File: src/rtl/alu_operand_ctrl_pkg.sv
// Shared constants and types for the EX-stage ALU operand controller.
// Forwarding select encodings, widths and the control bundle a bubble loads.
package alu_operand_ctrl_pkg;

    localparam int REG_W = 5;
    localparam int CNT_W = 16;

    localparam logic [1:0] FWD_RF    = 2'b00;
    localparam logic [1:0] FWD_EXMEM = 2'b01;
    localparam logic [1:0] FWD_MEMWB = 2'b10;

    typedef struct packed {
        logic valid;
        logic regwrite;
        logic memread;
        logic alusrc;
    } ex_ctrl_t;

    // Control bits forced into EX when no real instruction advances.
    localparam ex_ctrl_t BUBBLE_CTRL = '{valid: 1'b0, regwrite: 1'b0, memread: 1'b0, alusrc: 1'b0};

endpackage

File: src/rtl/alu_operand_ctrl_fwd_select.sv
// Forwarding comparator for one ALU operand: picks EX/MEM, MEM/WB or the
// register file. EX/MEM has priority and register $0 never forwards.
module fwd_select
    import alu_operand_ctrl_pkg::*;
(
    input  logic [REG_W-1:0] src,
    input  logic             uses,
    input  logic [REG_W-1:0] mem_dst,
    input  logic             mem_we,
    input  logic [REG_W-1:0] wb_dst,
    input  logic             wb_we,
    output logic [1:0]       sel
);

    logic mem_hit;
    logic wb_hit;

    assign mem_hit = uses && mem_we && (mem_dst != '0) && (mem_dst == src);
    assign wb_hit  = uses && wb_we  && (wb_dst  != '0) && (wb_dst  == src);

    always_comb begin
        sel = FWD_RF;
        if (mem_hit) begin
            sel = FWD_EXMEM;
        end else if (wb_hit) begin
            sel = FWD_MEMWB;
        end
    end

endmodule

File: src/rtl/alu_operand_ctrl.sv
// EX-stage operand sequencing: tracks destinations through EX/MEM/WB and
// drives forwarding selects, the busB immediate select and the load-use stall.
module alu_operand_ctrl
    import alu_operand_ctrl_pkg::*;
(
    input  logic             clk,
    input  logic             rst_n,
    input  logic             id_valid,
    input  logic [REG_W-1:0] id_rs,
    input  logic [REG_W-1:0] id_rt,
    input  logic             id_uses_rs,
    input  logic             id_uses_rt,
    input  logic [REG_W-1:0] id_dst,
    input  logic             id_regwrite,
    input  logic             id_memread,
    input  logic             id_alusrc,
    input  logic             ext_hold,
    input  logic             flush,
    output logic [1:0]       fwd_a_sel,
    output logic [1:0]       fwd_b_sel,
    output logic             alusrc_sel,
    output logic             stall,
    output logic             ex_valid,
    output logic [CNT_W-1:0] stall_count
);

    logic [REG_W-1:0] ex_rs;
    logic [REG_W-1:0] ex_rt;
    logic             ex_uses_rs;
    logic             ex_uses_rt;
    logic [REG_W-1:0] ex_dst;
    ex_ctrl_t         ex_ctrl;
    logic [REG_W-1:0] mem_dst;
    logic             mem_regwrite;
    logic [REG_W-1:0] wb_dst;
    logic             wb_regwrite;

    ex_ctrl_t         ex_ctrl_next;
    logic             rs_hazard;
    logic             rt_hazard;

    // Load-use: a load in EX whose destination the ID instruction reads.
    assign rs_hazard = id_uses_rs && (id_rs == ex_dst);
    assign rt_hazard = id_uses_rt && (id_rt == ex_dst);
    assign stall     = ex_ctrl.memread && ex_ctrl.valid && (ex_dst != '0) &&
                       id_valid && (rs_hazard || rt_hazard);

    assign ex_valid   = ex_ctrl.valid;
    assign alusrc_sel = ex_ctrl.alusrc && ex_ctrl.valid;

    always_comb begin
        ex_ctrl_next = BUBBLE_CTRL;
        if (id_valid && !stall && !flush) begin
            ex_ctrl_next.valid    = 1'b1;
            ex_ctrl_next.regwrite = id_regwrite;
            ex_ctrl_next.memread  = id_memread;
            ex_ctrl_next.alusrc   = id_alusrc;
        end
    end

    always_ff @(posedge clk or negedge rst_n) begin
        if (!rst_n) begin
            ex_rs        <= '0;
            ex_rt        <= '0;
            ex_uses_rs   <= 1'b0;
            ex_uses_rt   <= 1'b0;
            ex_dst       <= '0;
            ex_ctrl      <= BUBBLE_CTRL;
            mem_dst      <= '0;
            mem_regwrite <= 1'b0;
            wb_dst       <= '0;
            wb_regwrite  <= 1'b0;
        end else if (!ext_hold) begin
            ex_rs        <= id_rs;
            ex_rt        <= id_rt;
            ex_uses_rs   <= id_uses_rs;
            ex_uses_rt   <= id_uses_rt;
            ex_dst       <= id_dst;
            ex_ctrl      <= ex_ctrl_next;
            mem_dst      <= ex_dst;
            mem_regwrite <= ex_ctrl.regwrite;
            wb_dst       <= mem_dst;
            wb_regwrite  <= mem_regwrite;
        end
    end

    // A stall held across ext_hold is counted once, on the releasing edge.
    always_ff @(posedge clk or negedge rst_n) begin
        if (!rst_n) begin
            stall_count <= '0;
        end else if (stall && !ext_hold && (stall_count != '1)) begin
            stall_count <= stall_count + 1'b1;
        end
    end

    fwd_select u_fwd_a (
        .src     (ex_rs),
        .uses    (ex_uses_rs),
        .mem_dst (mem_dst),
        .mem_we  (mem_regwrite),
        .wb_dst  (wb_dst),
        .wb_we   (wb_regwrite),
        .sel     (fwd_a_sel)
    );

    fwd_select u_fwd_b (
        .src     (ex_rt),
        .uses    (ex_uses_rt),
        .mem_dst (mem_dst),
        .mem_we  (mem_regwrite),
        .wb_dst  (wb_dst),
        .wb_we   (wb_regwrite),
        .sel     (fwd_b_sel)
    );

endmodule

File: config.mk
export PLATFORM = sky130hd
export DESIGN_NAME = alu_operand_ctrl
export DESIGN_NICKNAME = d
export VERILOG_FILES = /design/src/rtl/alu_operand_ctrl_pkg.sv /design/src/rtl/alu_operand_ctrl_fwd_select.sv /design/src/rtl/alu_operand_ctrl.sv
export SDC_FILE = /design/constraint.sdc
export NUM_CORES = 1
export LEC_CHECK = 0
export BUFFER_PORTS_ARGS = -buffer_cell sky130_fd_sc_hd__buf_2
export CORE_MARGIN = 2
export CORE_UTILIZATION = 59
export CTS_CLUSTER_SIZE = 8
export DETAILED_ROUTE_END_ITERATION = 6
export PLACE_DENSITY = 0.94
export SETUP_SLACK_MARGIN = 0.4
export SYNTH_ARGS = -nofsm -noshare
export SYNTH_HDL_FRONTEND = slang
export SYNTH_SLANG_ARGS = --single-unit
File: constraint.sdc
create_clock -name clk -period 2.8 [get_ports clk]
set_input_delay 0.7 -clock clk [delete_from_list [all_inputs] [get_ports clk]]
set_output_delay 0.7 -clock clk [all_outputs]
set_load 0.005 [all_outputs]
==> results of run 1 <==
state kept, by name, summed over array words and instances (netlist names), 3 cells and up:
register,flops
stall_count,16
ex_rt,5
wb_dst,5
ex_dst,5
mem_dst,5
ex_ctrl,3
ex_rs,5
critical path, cell delays in order, from the launching register on:
cell      delay [ps]
dfrtp_2          410
or4_4            530
o211ai_1         180
inv_1             90
and3_4           170
buf_6            110
worst max-delay path by stage:
stage / start / endpoint / slack [ps] / cells past startpoint
after CTS: ex_dst[2] / stall / 330 / 5
after floorplan: id_rt[0] / stall / 440 / 4
after global routing: ex_dst[0] / ex_ctrl[2] / 200 / 10
after detailed placement: id_rs[1] / stall / 450 / 6
after global placement: id_rt[2] / stall / 480 / 6
final: ex_dst[0] / stall / 300 / 5
layout by cell type, fill, tap and decap left out, types with 2 or more instances in the layout:
cell type | Yosys | layout
buf_2 | 2 | 46
dfrtp_1 | 49 | 45
xnor2_1 | 35 | 35
mux2_2 | 31 | 31
nand4_1 | 16 | 16
buf_4 | 2 | 16
nand2_1 | 8 | 8
xor2_1 | 8 | 8
nand3_1 | 7 | 7
and3_1 | 7 | 7
clkbuf_8 | 0 | 7
nor3_1 | 6 | 4
dfrtp_2 | 0 | 4
inv_1 | 3 | 3
a22o_1 | 3 | 3
or4_4 | 1 | 2
nor3_2 | 0 | 2
nor4_1 | 3 | 2
nor2_1 | 2 | 2
a31oi_1 | 2 | 2
synthesized netlist by cell type (all sizes together) (6+ instances only):
cell type and count:
and3 8, dfrtp 49, mux2 31, nand3 7, xor2 8, xnor2 35, buf 8, nand2 8
nor3 6, nand4 16
cell families after synthesis:
group | count (synthesis)
adders and majority gates | 1
muxes | 31
and+or+nand+nor | 59
buffers and inverters | 12
xor gates and xnor gates | 43
AOI/OAI and AO/OA | 13
DFF | 49
final cells by class:
class                           instances  area (sq um)
Clock inverter                          1         5.005
Multi-Input combinational cell        147          1234
Fill cell                             256          1027
Timing Repair Buffer                   63         361.6
Clock buffer                            7         96.34
Inverter                                3         11.26
Tap cell                               50         62.56
Sequential cell                        49          1231
metal layers:
| layer | vias to the layer above | share of wire |
|---|---|---|
| li1 | 871 | - |
| met1 | 942 | 0.44 |
| met2 | 89 | 0.47 |
| met3 | 19 | 0.070 |
| met4 | 0 | 0.022 |
| met5 | - | 0 |
per-stage QoR:
step | setup WS (ps) | std cells | hold slack [ps] | cell area [sq um]
2_1_floorplan | 444.6 | 208 | 404.4 | 2487
3_3_place_gp | 476.0 | 300 | 486.9 | 2764
3_5_place_dp | 450.9 | 300 | 491.7 | 2764
4_1_cts | 325.8 | 319 | 446.1 | 2988
5_1_grt | 202.4 | 320 | 473.5 | 3002
6_report | 300.8 | 320 | 426.5 | 3002
power breakdown:
part	total (W)	internal (W)	leakage [nW]	switching [W]
Combinational	0.000264	0.000147	0.689	0.000117
Clock	0.000455	0.000224	0.0542	0.000231
Sequential	0.000839	0.000764	0.616	0.0000745
Total	0.00156	0.00113	1.36	0.000423
what timing repair did:
item,4_1_cts,5_1_grt
gates resized for setup,12,1
buffers inserted,11,1
hold endpoints to repair,0,0
pin swaps,8,5
endpoints found under the setup margin,5,8
==> impl_metrics.csv, run 1 <==
group,metric,value,unit
clocking,cts-root-buf,"clkbuf_8",
global_routing,grt_max_degree,36,
synth,synthMuxAreaShare,0.1403,
synth,synth_compound_area_frac,0.04628,
detailed_routing,drt_iter0_drc,202,
outcome,status,"finished, final reports clean",
die,num_rows,23,
timing,clock_skew,3.415,ps
detailed_routing,drc,0,
synth,syn-mean-instance-area,11.96,sq um
die,ioPinCount,48,
synth,netlist_top_cells_area,"dfrtp_1, mux2_2, xnor2_1",
timing,timing.setup.tns,0,ps
global_routing,track_usage,0.2778,
layout,syn_to_final_growth,20.67,%
synth,netlist_instances,208,
global_routing,grt_overflow,0,
detailed_routing,drt_first_pass_iters,4,
setup_path,rr_worst_depth,10,
detailed_routing,wirelength,5857,um
die,die_height,68.93,um
synth,seq_area_frac_synth,0.4930,
global_routing,use_met1,0.4036,
power_and_ir_drop,p_leak,1.359,nW
placement,gp_congestion,0.9597,
timing,hold_viol_final,0,
setup_path,r2r-end,"ex_ctrl[2]",
synth,synth_seq_cells,49,
timing,setup_viol,0,
synth,syn_area,2487,sq um
power_and_ir_drop,total_power,0.001557,W
setup_path,reg2reg_slack,330,ps
layout,drive_gt1_frac,0.4259,
clocking,cts_buffers,5,
synth,async_reset_ff_frac,1.000,
timing,finalCritPeriodShare,0.8926,
synth,synth_top_area_share,0.4930,
synth,synth_fa_ha_area_frac,0.005030,
synth,synth_top_family_by_area,"XOR/XNOR gates",
clocking,cts_sinks,49,
flow_run,cap_violations,0,
min_path,hp-class,"input pin to asynchronous set/reset pin",
timing,min_period,2499,ps
setup_path,critPathKind,"register to output pin",
die,die-width,68.93,um
setup_path,r2r_start,"ex_dst[0]",
power_and_ir_drop,power_density,518.8,nW/um^2
global_routing,grt_pass1_vias,1889,
layout,nets,295,
detailed_routing,vias,1921,
clocking,clk_pin_slew,80,ps
setup_path,end_kind,"output pin",
placement,hpwlAfterDp,3910,um
clocking,postCtsHoldBufs,0,
global_routing,antenna_found_initial,0,
global_routing,top_usage_layer,"met2",
detailed_routing,routed_via_density,6.003,
clocking,clk_path_buf_depth,2,
setup_path,crit_fanout,2,
timing,fmax,400.1,MHz
timing,slew_headroom,0.5485,
clocking,clk_latency,300,ps
detailed_routing,wl_per_cell,18.30,um
layout,fin_util,0.7450,
synth,syn_nets,234,
synth,ys.flop_type,"dfrtp_1",
setup_path,cp_data_required_time,2100,ps
clocking,h-tree-depth,2,
synth,yosys.area_share.simple,0.1388,
timing,tightest_slew,677.2,ps
clocking,cts_tree,"yes",
global_routing,grt_pass1_wl,9494,um
layout,insertedDiodeCount,0,
die,initial_core_util,0.6174,
setup_path,start_kind,"register",
synth,synth.distinct_cells,36,
die,core_area,4029,sq um
timing,slew_violations,0,
timing,rsz0062_at_grt,"yes",
global_routing,met2_usage,0.4207,
global_routing,grt_util_met3,0.05357,
power_and_ir_drop,ir_worst_vdd,0.0003725,V
synth,synth_edf_count,0,
setup_path,crit_arrival,1800,ps
synth,synth_xor_area_frac,0.1514,
detailed_routing,ant_nets,0,
die,die_area,4751,sq um
synth,yosysTopAreaCell,"dfrtp_1",
placement,port_buffers,47,
synth,ys_warn_count,0,
No activity file was read; power rests on OpenSTA's default activity.
==> run 2: changes to the inputs <==
==> constraint.sdc (replaced) <==
create_clock -name clk -period 2.8 [get_ports clk]
set_input_delay 0.28 -clock clk [delete_from_list [all_inputs] [get_ports clk]]
set_output_delay 0.28 -clock clk [all_outputs]
set_load 0.005 [all_outputs]
==> run 2 against run 1 <==
- first-iteration DRC count decreased by 41%
- register-to-register slack improved by 290 ps
- clock power increased by 10%
- power increased by 0.76%
- count of clock-buffer cells in the layout decreased by 2
- final area decreased by 4.6%
==> impl_metrics.csv, run 2 (same netlist as run 1, synthesis figures left out) <==
group,metric,value,unit
clocking,clk_pin_slew,90,ps
clocking,postCtsHoldBufs,0,
layout,multi_input_area,1199,sq um
global_routing,grt_overflow,0,
timing,slew_headroom,0.3160,
power_and_ir_drop,pwr-share-comb,0.142,
layout,syn_to_final_growth,15.14,%
placement,hpwlAfterDp,3790,um
timing,min_period,2235,ps
setup_path,reg2reg_slack,620,ps
global_routing,grt_pass1_vias,1719,
layout,nets,281,
power_and_ir_drop,power_density,547.9,nW/um^2
detailed_routing,route.met3.wl,296,um
power_and_ir_drop,swShare,0.2622,
detailed_routing,vias,1780,
die,initial_core_util,0.6174,
layout,mostFrequentLayoutCells,"dfrtp_1, buf_2, xnor2_1, mux2_2, nand4_1",
setup_path,r2r-end,"stall_count[1]",
layout,num-fill-cells,283,
power_and_ir_drop,p_sw,0.0004115,W
clocking,cts_buffers,5,
detailed_routing,drt_iter0_drc,120,
die,die_height,68.93,um
setup_path,end_kind,"output pin",
setup_path,rr_worst_depth,6,
placement,dp_slack,671.0,ps
die,die_area,4751,sq um
clocking,cts_sinks,49,
timing,timing.setup.tns,0,ps
clocking,cts_tree,"yes",
timing,fmax,447.4,MHz
die,ioPinCount,48,
setup_path,critPathKind,"register to output pin",
timing,slew_violations,0,
outcome,status,"finished, final reports clean",
layout,seq_area,1226,sq um
power_and_ir_drop,p_leak,1.290,nW
detailed_routing,wl_per_cell,16.50,um
flow_run,cap_violations,0,
placement,gp_congestion,0.9117,
clocking,clk_latency,300,ps
timing,tightest_slew,1026,ps
setup_path,cp_data_required_time,2520,ps
timing,hold_viol_final,0,
detailed_routing,ant_nets,0,
detailed_routing,topRoutingLayerUsed,"met4",
timing,setup_ws,564.9,ps
setup_path,r2r_start,"stall_count[0]",
detailed_routing,wl_met2,2389,um
power_and_ir_drop,clkPwrFrac,0.320,
clocking,cts-root-buf,"clkbuf_8",
clocking,h-tree-depth,2,
clocking,cts_resized,0,
detailed_routing,drc,0,
global_routing,antenna_found_initial,0,
power_and_ir_drop,p_seq_frac,0.538,
layout,final_common_cell,"dfrtp_1",
setup_path,start_kind,"register",
global_routing,grt_pass1_wl,8217,um
power_and_ir_drop,ir_worst_vdd,0.0003584,V
detailed_routing,drt_first_pass_iters,4,
clocking,cts_setup_buffers,0,
detailed_routing,wirelength,5049,um
die,core_area,4029,sq um
die,die-width,68.93,um
layout,largest_reg_flops,16,
global_routing,grt_max_degree,50,
power_and_ir_drop,intPower,0.001158,W
setup_path,crit_arrival,1960,ps
detailed_routing,routed_via_density,5.817,
timing,clock_skew,5.802,ps
global_routing,track_usage,0.2415,
timing,rsz0062_at_grt,"no",
timing,setup_viol,0,
setup_path,crit_fanout,5,
layout,drive_gt1_frac,0.3594,
detailed_routing,wl_met1,2263,um
clocking,clk_path_buf_depth,2,
layout,insertedDiodeCount,0,
timing,finalCritPeriodShare,0.7983,
die,num_rows,23,
min_path,hp-class,"input pin to asynchronous set/reset pin",
placement,port_buffers,47,
layout,regMostFlops,"stall_count",
==> run 2: changes by cell type in the layout (fill, tap and decap cells not counted), moves of 2 or more <==
cell / delta
nor3_2: -2
clkbuf_8: -2
buf_4: -14
dfrtp_1: +4
dfrtp_2: -4
nor3_1: +2
==> run 2: worst max-delay path: stages (launching register included) <==
cell and delay, ps:
dfrtp_1 450, or4_4 560, o211ai_1 180, inv_1 110, and3_2 240, buf_2 120
==> run 2: through the flow <==
stage               hold WS (ps)    util  instance area [sq um]   power, W  instances
floorplan                 -15.59       -                   2487  0.0009917        208
global placement           489.5  0.6823                   2749   0.001061        298
detailed placement         487.9  0.6823                   2749   0.001080        298
CTS                        186.1  0.7109                   2864   0.001576        306
global route               179.5  0.7109                   2864   0.001638        306
finish                     151.7  0.7109                   2864   0.001569        306
==> run 2: how the worst max path moves through the flow <==
stage	depth (start not counted)	slack (ps)	end	startpoint
final	5	560	stall	ex_dst[0]
after global routing	5	430	stall	ex_dst[4]
after CTS	5	500	fwd_a_sel[1]	mem_dst[1]
after floorplan	6	960	stall_count[1]	stall_count[0]
after detailed placement	6	670	stall_count[1]	stall_count[0]
after global placement	6	830	stall_count[1]	stall_count[0]
==> run 2: layout make-up <==
type / count / area share
timing repair buffer: 49 / 0.08737
tap: 50 / 0.02184
sequential: 49 / 0.4281
clock inverter: 3 / 0.01616
multi-input combinational: 147 / 0.4185
clock buffer: 5 / 0.02403
inverter: 3 / 0.003932
==> run 2: per-layer routing <==
layer,track usage,vias to the layer above
li1,-,843
met1,0.3366,862
met2,0.3762,65
met3,0.04545,10
met4,0.09314,0
met5,0,-
==> run 2: power by group through the flow <==
stage	clock network [W]	registers (W)	logic, W
6_report	0.000502	0.000845	0.000223
5_1_grt	0.000541	0.000851	0.000246
4_1_cts	0.000509	0.000842	0.000225
3_5_place_dp	0	0.000855	0.000224
3_3_place_gp	0	0.000851	0.000210
2_1_floorplan	0	0.000831	0.000161
